===== src/rtl/spram_req_ctrl_pkg.sv =====
// spram_req_ctrl_pkg: shared FSM state type and width helpers for the SPRAM request controller
package spram_req_ctrl_pkg;
  typedef enum logic {IDLE, RMW} state_t;
  function automatic int bw_of(input int dw);
    return dw / 8;
  endfunction
  function automatic int cw_of(input int depth);
    return $clog2(depth + 1);
  endfunction
endpackage


===== src/rtl/spram_rsp_fifo.sv =====
// spram_rsp_fifo: DEPTH-entry synchronous response FIFO with occupancy count, push+pop at full allowed
module spram_rsp_fifo #(
  parameter int DW = 16,
  parameter int DEPTH = 2,
  parameter int CW = 2
) (
  input  logic          clk,
  input  logic          rst,
  input  logic          push,
  input  logic [DW-1:0] din,
  input  logic          pop,
  output logic          valid,
  output logic [DW-1:0] dout,
  output logic [CW-1:0] cnt
);
  localparam int PW = $clog2(DEPTH);
  logic [DW-1:0] mem [DEPTH];
  logic [PW-1:0] wptr, rptr;
  always_ff @(posedge clk) begin
    if (push) mem[wptr] <= din;
  end
  always_ff @(posedge clk) begin
    if (rst) begin
      wptr <= '0;
      rptr <= '0;
      cnt  <= '0;
    end else begin
      if (push) wptr <= (wptr == PW'(DEPTH - 1)) ? '0 : wptr + 1'b1;
      if (pop) rptr <= (rptr == PW'(DEPTH - 1)) ? '0 : rptr + 1'b1;
      cnt <= cnt + CW'(push) - CW'(pop);
    end
  end
  assign valid = cnt != '0;
  assign dout  = mem[rptr];
endmodule


===== src/rtl/spram_req_ctrl.sv =====
// spram_req_ctrl: valid/ready front-end for a 1-cycle-latency single-port RAM, byte-masked RMW writes with SPRAM_CTRL_BE_EN
module spram_req_ctrl
  import spram_req_ctrl_pkg::*;
#(
  parameter int DW = 16,
  parameter int AW = 10,
  parameter int RSP_DEPTH = 2
) (
  input  logic            clk,
  input  logic            rst,
  input  logic            req_valid,
  output logic            req_ready,
  input  logic            req_we,
  input  logic [AW-1:0]   req_addr,
  input  logic [DW-1:0]   req_wdata,
`ifdef SPRAM_CTRL_BE_EN
  input  logic [DW/8-1:0] req_be,
`endif
  output logic            rsp_valid,
  input  logic            rsp_ready,
  output logic [DW-1:0]   rsp_data,
  output logic            mem_en,
  output logic            mem_we,
  output logic [AW-1:0]   mem_addr,
  output logic [DW-1:0]   mem_din,
  input  logic [DW-1:0]   mem_dout
);
  localparam int CW = cw_of(RSP_DEPTH);
  logic          pop, accept, credit_ok, rd_pend;
  logic [CW-1:0] cnt;
  logic [CW:0]   used;
  state_t        state, state_nx;
  assign pop       = rsp_valid && rsp_ready;
  assign used      = {1'b0, cnt} + (CW+1)'(rd_pend) - (CW+1)'(pop);
  assign credit_ok = used < (CW+1)'(RSP_DEPTH);
  assign accept    = req_valid && req_ready;
  spram_rsp_fifo #(.DW(DW), .DEPTH(RSP_DEPTH), .CW(CW)) u_fifo (
    .clk   (clk),
    .rst   (rst),
    .push  (rd_pend),
    .din   (mem_dout),
    .pop   (pop),
    .valid (rsp_valid),
    .dout  (rsp_data),
    .cnt   (cnt)
  );
  always_ff @(posedge clk) begin
    if (rst) begin
      rd_pend <= 1'b0;
      state   <= IDLE;
    end else begin
      rd_pend <= accept && !req_we;
      state   <= state_nx;
    end
  end
`ifdef SPRAM_CTRL_BE_EN
  localparam int BW = bw_of(DW);
  logic [AW-1:0] l_addr;
  logic [DW-1:0] l_wdata, merged;
  logic [BW-1:0] l_be;
  logic          be_full, be_none, partial;
  assign be_full = &req_be;
  assign be_none = ~|req_be;
  assign partial = req_we && !be_full && !be_none;
  always_ff @(posedge clk) begin
    if (accept && partial) begin
      l_addr  <= req_addr;
      l_wdata <= req_wdata;
      l_be    <= req_be;
    end
  end
  always_comb begin
    merged = mem_dout;
    for (int i = 0; i < BW; i++) merged[8*i +: 8] = l_be[i] ? l_wdata[8*i +: 8] : mem_dout[8*i +: 8];
  end
  always_comb begin
    state_nx  = (state == IDLE && accept && partial) ? RMW : IDLE;
    req_ready = !rst && state == IDLE && (req_we ? (!partial || !rd_pend) : credit_ok);
    mem_en    = (state == RMW) ? !rst : accept && !(req_we && be_none);
    mem_we    = (state == RMW) ? !rst : accept && req_we && be_full;
    mem_addr  = (state == RMW) ? l_addr : req_addr;
    mem_din   = (state == RMW) ? merged : req_wdata;
  end
`else
  always_comb begin
    state_nx  = IDLE;
    req_ready = !rst && state == IDLE && (req_we || credit_ok);
    mem_en    = accept;
    mem_we    = accept && req_we;
    mem_addr  = req_addr;
    mem_din   = req_wdata;
  end
`endif
endmodule


===== config.mk =====
export PLATFORM = sky130hd
export DESIGN_NAME = spram_req_ctrl
export DESIGN_NICKNAME = d
export VERILOG_FILES = /design/src/rtl/spram_req_ctrl_pkg.sv /design/src/rtl/spram_rsp_fifo.sv /design/src/rtl/spram_req_ctrl.sv
export SDC_FILE = /design/constraint.sdc
export NUM_CORES = 1
export LEC_CHECK = 0
export CAP_MARGIN = 20
export CORE_ASPECT_RATIO = 1.1
export CORE_MARGIN = 1
export CORE_UTILIZATION = 42
export DETAILED_ROUTE_END_ITERATION = 7
export PLACE_DENSITY = 0.83
export SYNTH_ARGS = -nofsm -noshare
export SYNTH_HDL_FRONTEND = slang
export SYNTH_SLANG_ARGS = --single-unit

===== constraint.sdc =====
create_clock -name clk -period 6.2 [get_ports clk]
set_input_delay 1.86 -clock clk [delete_from_list [all_inputs] [get_ports clk]]
set_output_delay 1.86 -clock clk [all_outputs]
set_load 0.01 [all_outputs]

==> flow_summary.json, run 1 <==
{
  "grt_antenna_before_repair": 0,
  "synth.most_common_cell": "edfxtp_1",
  "avgRoutedWirePerCell_um": 15.5,
  "io_pins": 93,
  "finalCritPeriodShare": 0.955,
  "grt_pass1_vias": 958,
  "synth_edf_count": 32,
  "finalWeightedCongestion": 0.590,
  "critical-path-top-delay-family": "adder cells",
  "yosys.area.top_type_share": 0.558,
  "hold_violations": 0,
  "fin_ws_ns": 0.278,
  "synth-seq-area-share": 0.627,
  "grt.overflow.total": 0,
  "row_count": 24,
  "synth_top_family_by_area": "multiplexers",
  "synthAdderAreaFrac": 0.0261,
  "grt_usage": 0.138,
  "numPortBuffers": 40,
  "fmax_ghz": 0.169,
  "syn-num-nets": 160,
  "cts_made_buffers": 5,
  "yosys.area_share.simple": 0.0465,
  "grt_start_max_net_pins": 17,
  "drtIter0Drc": 36,
  "ys_seq_elements": 38,
  "cts_tree": "yes",
  "synth_top_flop_cell": "edfxtp_1",
  "critPathMaxStageDelay_ns": 0.55,
  "cp_max_fo": 4,
  "area_growth_syn_to_layout_pct": 19.0,
  "nets": 178,
  "antenna_left": 0,
  "max_slew_margin": 0.421,
  "synthMuxAreaShare": 0.139,
  "wirelength_um": 2810,
  "path_buf_inv": 4,
  "slew_violations": 0,
  "ys_top_cells_by_count": "edfxtp_1, buf_4, mux2_4, dfxtp_1, mux2_2",
  "peakVddDrop_mv": 0.221,
  "synth-compound-area-share": 0.0123,
  "synthCells": 110,
  "hold_buffers": 0,
  "num_vias": 870,
  "drcViolationCount": 0,
  "synthArstFlopShare": 0,
  "p_leak_nw": 0.748,
  "reg2reg_slack_ns": 4.18,
  "core_um2": 3930,
  "grt_pass1_wl_um": 4300,
  "yosysWarnings": 0,
  "path_cells": "clkdlybuf4s50_1 > o21a_1 > ha_1 > inv_1 > ha_1 > inv_1 > fa_1 > nand3b_1 > o21bai_1 > dlygate4sd2_1",
  "setup_viol": 0,
  "crit_path_start_kind": "primary input",
  "hpwl_um": 2000,
  "finalInstanceArea_um2": 2050,
  "dieArea_um2": 4360,
  "cp-end-kind": "output pin",
  "crit_arrival_ns": 4.06,
  "chipHeight_um": 69.2,
  "start_util": 0.438,
  "layout_min_cycle_time_ns": 5.92,
  "required_ns": 4.34,
  "dp_slack_ns": -0.0167,
  "netlist_top_cells_area": "edfxtp_1, buf_4, mux2_4",
  "tightest_slew_ns": 0.864,
  "syn_area_per_cell_um2": 15.7,
  "placed_cell_area_um2": 1970,
  "synth_xor_area_frac": 0.0102,
  "ctsLongestPathBuffers": 2,
  "cts-root-buf": "clkbuf_8",
  "outcome": "finished clean",
  "critPathKind": "primary input to output pin",
  "vias_per_cell": 4.81,
  "cap_violations": 0,
  "synth_area_um2": 1720,
  "drtPass1Iterations": 4,
  "yosysUniqueCellTypes": 24,
  "rsz0062_at_grt": "no",
  "slowest_stage": "fa_1",
  "hp-class": "register to register",
  "clk_latency_ns": 0.28,
  "synth_area_leader_cell": "edfxtp_1",
  "antennaDiodeCount": 0,
  "clock_skew_ns": 0.00374,
  "htreeDepth": 2,
  "numClockSinks": 38,
  "powerDensity_nw_per_um2": 369,
  "layout-drive-gt1-share": 0.186,
  "chipWidth_um": 63.1,
  "path_clk_slew_ns": 0.07
}
worst paths after layout:
kind / start / to / depth (start not counted)
setup reg to reg: u_fifo.cnt[1] / rd_pend / 8
hold reg to reg: rd_pend / u_fifo.wptr / 2
hold / removal: rd_pend / u_fifo.wptr / 2
setup / recovery: rsp_ready / mem_en / 10
state kept, by name (all words and copies together) (netlist names), named ones only:
register     flops
u_fifo.rptr      1
rd_pend          1
u_fifo.cnt       2
u_fifo.mem      32
u_fifo.wptr      1
logic make-up after synthesis:
group	Yosys count
muxes	18
xor gates and xnor gates	2
DFF	38
AOI/OAI and AO/OA	3
adders and majority gates	3
and+or+nand+nor	13
buffers and inverters	33
report_power, final:
part	switching [W]	internal [W]
clock network	0.0000765	0.0000771
logic	0.0000976	0.000160
registers	0.0000316	0.000314
total	0.000206	0.000551
cell type report:
class | count | area [um2]
timing repair buffer | 40 | 402
sequential | 38 | 1080
multi-input combinational | 39 | 407
tap | 52 | 65.1
clock buffer | 6 | 72.6
fill | 330 | 1880
clock inverter | 2 | 8.76
inverter | 4 | 15.0
tightest hold or removal path, cell delays in order, from the launching register on:
cell	delay, ns
dfxtp_1	0.34
xnor2_1	0.16
nor2_1	0.04
routing by layer:
layer	up-vias	wire length, um	share of wire	GRT usage
met5	-	0	0	0
met4	0	141	0.050	0.124
met3	22	243	0.087	0.0691
met2	47	1560	0.56	0.247
met1	405	858	0.31	0.103
li1	396	-	-	-
cells in the final DEF, fill, tap and decap left out:
master | netlist | routed
dlymetal6s2s_1 | 0 | 1
dlygate4sd2_1 | 0 | 1
nor2b_1 | 3 | 2
xnor2_1 | 1 | 1
nand3b_1 | 1 | 1
or2_2 | 1 | 1
and2_1 | 1 | 1
nor2_1 | 4 | 4
and3b_1 | 1 | 1
xor2_1 | 1 | 1
nand2b_1 | 1 | 1
clkdlybuf4s50_1 | 0 | 38
clkinv_2 | 0 | 1
mux2_4 | 10 | 10
o22ai_1 | 1 | 1
nor2b_2 | 0 | 1
mux2_2 | 6 | 6
o21bai_1 | 1 | 1
nand4bb_1 | 1 | 1
fa_1 | 1 | 1
edfxtp_1 | 32 | 32
mux2_1 | 2 | 2
clkinv_1 | 0 | 1
clkbuf_8 | 0 | 5
clkbuf_1 | 0 | 1
o21a_1 | 1 | 1
inv_1 | 4 | 4
dfxtp_1 | 6 | 6
ha_1 | 2 | 2
timing repair:
| action | in CTS | in global routing |
|---|---|---|
| setup buffers | 0 | 0 |
| cloned | 0 | 0 |
| setup endpoints to repair | 1 | 1 |
| gates resized for setup | 1 | 1 |
stage by stage:
step           instances  setup TNS, ns   util  hold WS (ns)  power, W
2_1_floorplan        110              0      -         0.498  0.000514
3_3_place_gp         173              0  0.500         0.531  0.000602
3_5_place_dp         173        -0.0167  0.500         0.550  0.000615
4_1_cts              181              0  0.521         0.585  0.000770
5_1_grt              181              0  0.521         0.608  0.000801
6_report             181              0  0.521         0.580  0.000757
No activity file was read; power rests on OpenSTA's default activity.
==> inputs of run 2 (changes only) <==
--- a/config.mk
+++ b/config.mk
@@ -10,7 +10,7 @@
 export CORE_MARGIN = 1
 export CORE_UTILIZATION = 42
 export DETAILED_ROUTE_END_ITERATION = 7
-export PLACE_DENSITY = 0.83
+export PLACE_DENSITY = 0.95
 export SYNTH_ARGS = -nofsm -noshare
 export SYNTH_HDL_FRONTEND = slang
 export SYNTH_SLANG_ARGS = --single-unit
==> run 2 against run 1 <==
Effect of this change: combinational power is 2% higher; final cell count is 0.55% higher; sequential cell count stayed put.
==> flow_summary.json, run 2 (same netlist as run 1, synthesis figures left out) <==
{
  "outcome": "finished clean",
  "finalInstanceArea_um2": 2060,
  "final.setup.tns_ns": 0,
  "layout-drive-gt1-share": 0.192,
  "avgRoutedWirePerCell_um": 16.0,
  "start_util": 0.438,
  "largest_reg_flops": 32,
  "drtPass1Iterations": 4,
  "hpwl_um": 2150,
  "chipWidth_um": 63.1,
  "vias_per_cell": 4.83,
  "p_leak_nw": 0.744,
  "path_buf_inv": 4,
  "wirelength_um": 2920,
  "core_um2": 3930,
  "cp-end-kind": "output pin",
  "critPathKind": "primary input to output pin",
  "reg_top3": "u_fifo.mem: 32 flops, u_fifo.cnt: 2 flops",
  "grt_pass1_vias": 969,
  "grt_usage": 0.144,
  "nets": 179,
  "dieArea_um2": 4360,
  "htreeDepth": 2,
  "ctsLongestPathBuffers": 2,
  "powerDensity_nw_per_um2": 374,
  "drcViolationCount": 0,
  "critPathCapture": "mem_en",
  "critical-path-top-delay-family": "adder cells",
  "required_ns": 4.34,
  "critPathMaxStageDelay_ns": 0.57,
  "layout_common_cells": "clkdlybuf4s50_1, edfxtp_1, mux2_4, mux2_2, dfxtp_1",
  "fin_ws_ns": 0.234,
  "startpoint": "rsp_ready",
  "slew_violations": 0,
  "worstReg2RegEnd": "rd_pend",
  "finalCritPeriodShare": 0.962,
  "crit_path_start_kind": "primary input",
  "power_w": 0.000768,
  "drtIter0Drc": 24,
  "hold_buffers": 0,
  "io_pins": 93,
  "finalWeightedCongestion": 0.694,
  "setup_viol": 0,
  "path_cells": "clkdlybuf4s50_1 > o21a_1 > ha_1 > inv_1 > ha_1 > inv_1 > fa_1 > nand3b_1 > o21bai_1 > dlygate4sd2_1",
  "grt.overflow.total": 0,
  "nFillCells": 318,
  "reg2reg_depth": 8,
  "tightest_slew_ns": 0.883,
  "rsz0062_at_grt": "no",
  "path_clk_slew_ns": 0.07,
  "hp-class": "register to register",
  "cts_tree": "yes",
  "max_slew_margin": 0.411,
  "dp_slack_ns": -0.0733,
  "slowest_stage": "fa_1",
  "numClockSinks": 38,
  "clock_skew_ns": 0.00482,
  "cts-root-buf": "clkbuf_8",
  "clk_latency_ns": 0.29,
  "grt_pass1_wl_um": 4580,
  "peakVddDrop_mv": 0.129,
  "cap_violations": 0,
  "num_vias": 879,
  "chipHeight_um": 69.2,
  "numPortBuffers": 40,
  "fin_util": 0.523,
  "crit_cells": 10,
  "cp_max_fo": 4,
  "hold_violations": 0,
  "top_register": "u_fifo.mem",
  "fmax_ghz": 0.168,
  "antennaDiodeCount": 0,
  "crit_arrival_ns": 4.11,
  "placed_cell_area_um2": 1970,
  "row_count": 24,
  "area_growth_syn_to_layout_pct": 19.3,
  "layout_min_cycle_time_ns": 5.97,
  "antenna_left": 0,
  "reg2reg_slack_ns": 4.20,
  "cts_made_buffers": 5,
  "rr_startpoint": "u_fifo.cnt[1]",
  "grt_start_max_net_pins": 17,
  "grt_antenna_before_repair": 0,
  "final_common_cell": "clkdlybuf4s50_1"
}
-- run 2: cell count changes in the layout (fill, tap and decap cells not counted) --
cell / delta
dlymetal6s2s_1: -1
buf_4: +1
clkbuf_1: -1
nor2b_1: +1
nor2b_2: -1
clkinvlp_4: +1
dlygate4sd2_1: +1
-- run 2: per-layer routing --
layer	global-route usage	part of all wire	vias to the layer above
li1	-	-	396
met1	0.126	0.34	417
met2	0.256	0.52	46
met3	0.0658	0.098	20
met4	0.101	0.042	0
met5	0	0	-
-- run 2: how the worst min path moves through the flow --
stage                     cells past startpoint        start  slack, ns     endpoint
final                                         2  u_fifo.wptr       0.56  u_fifo.wptr
after global routing                          2  u_fifo.wptr       0.61  u_fifo.wptr
after CTS                                     2  u_fifo.wptr       0.56  u_fifo.wptr
after detailed placement                      2  u_fifo.wptr       0.55  u_fifo.wptr
after global placement                        2  u_fifo.wptr       0.52  u_fifo.wptr
after floorplan                               2  u_fifo.wptr       0.50  u_fifo.wptr
-- run 2: area by class of cell --
type | count | area, um2 | share of cell area
clock buffer | 5 | 68.8 | 0.0335
sequential | 38 | 1080 | 0.526
clock inverter | 3 | 16.3 | 0.00791
inverter | 4 | 15.0 | 0.00730
multi-input combinational | 39 | 404 | 0.197
timing repair buffer | 41 | 405 | 0.197
tap | 52 | 65.1 | 0.0316
-- run 2: worst register-to-register path, cell delays in order (launching register included) --
cell and delay, ns:
dfxtp_1 0.36, o21a_1 0.25, ha_1 0.30, inv_1 0.06, ha_1 0.13, inv_1 0.04
fa_1 0.57, nand4bb_1 0.12, nor2_1 0.11
-- run 2: power breakdown --
| group | switching [W] | internal, W | leakage (nW) |
|---|---|---|---|
| combinational | 0.000102 | 0.000159 | 0.364 |
| sequential | 0.0000319 | 0.000313 | 0.339 |
| clock | 0.0000846 | 0.0000769 | 0.0416 |
| total | 0.000218 | 0.000550 | 0.744 |
-- run 2: metrics by stage --
stage | hold WS [ns] | cells
2_1_floorplan | 0.498 | 110
3_3_place_gp | 0.522 | 174
3_5_place_dp | 0.547 | 174
4_1_cts | 0.559 | 182
5_1_grt | 0.613 | 182
6_report | 0.561 | 182
-- run 2: timing repair --
item,4_1_cts,5_1_grt
hold endpoints to repair,0,0
gates resized for setup,2,0
setup endpoints to repair,2,0
buffers inserted,0,0
==> inputs of run 3 (changes only) <==
--- a/config.mk
+++ b/config.mk
@@ -14,3 +14,4 @@
 export SYNTH_ARGS = -nofsm -noshare
 export SYNTH_HDL_FRONTEND = slang
 export SYNTH_SLANG_ARGS = --single-unit
+export TNS_END_PERCENT = 10
==> results of run 3 <==
Same layout as run 2: the final DEF is identical, and so are final timing and power.
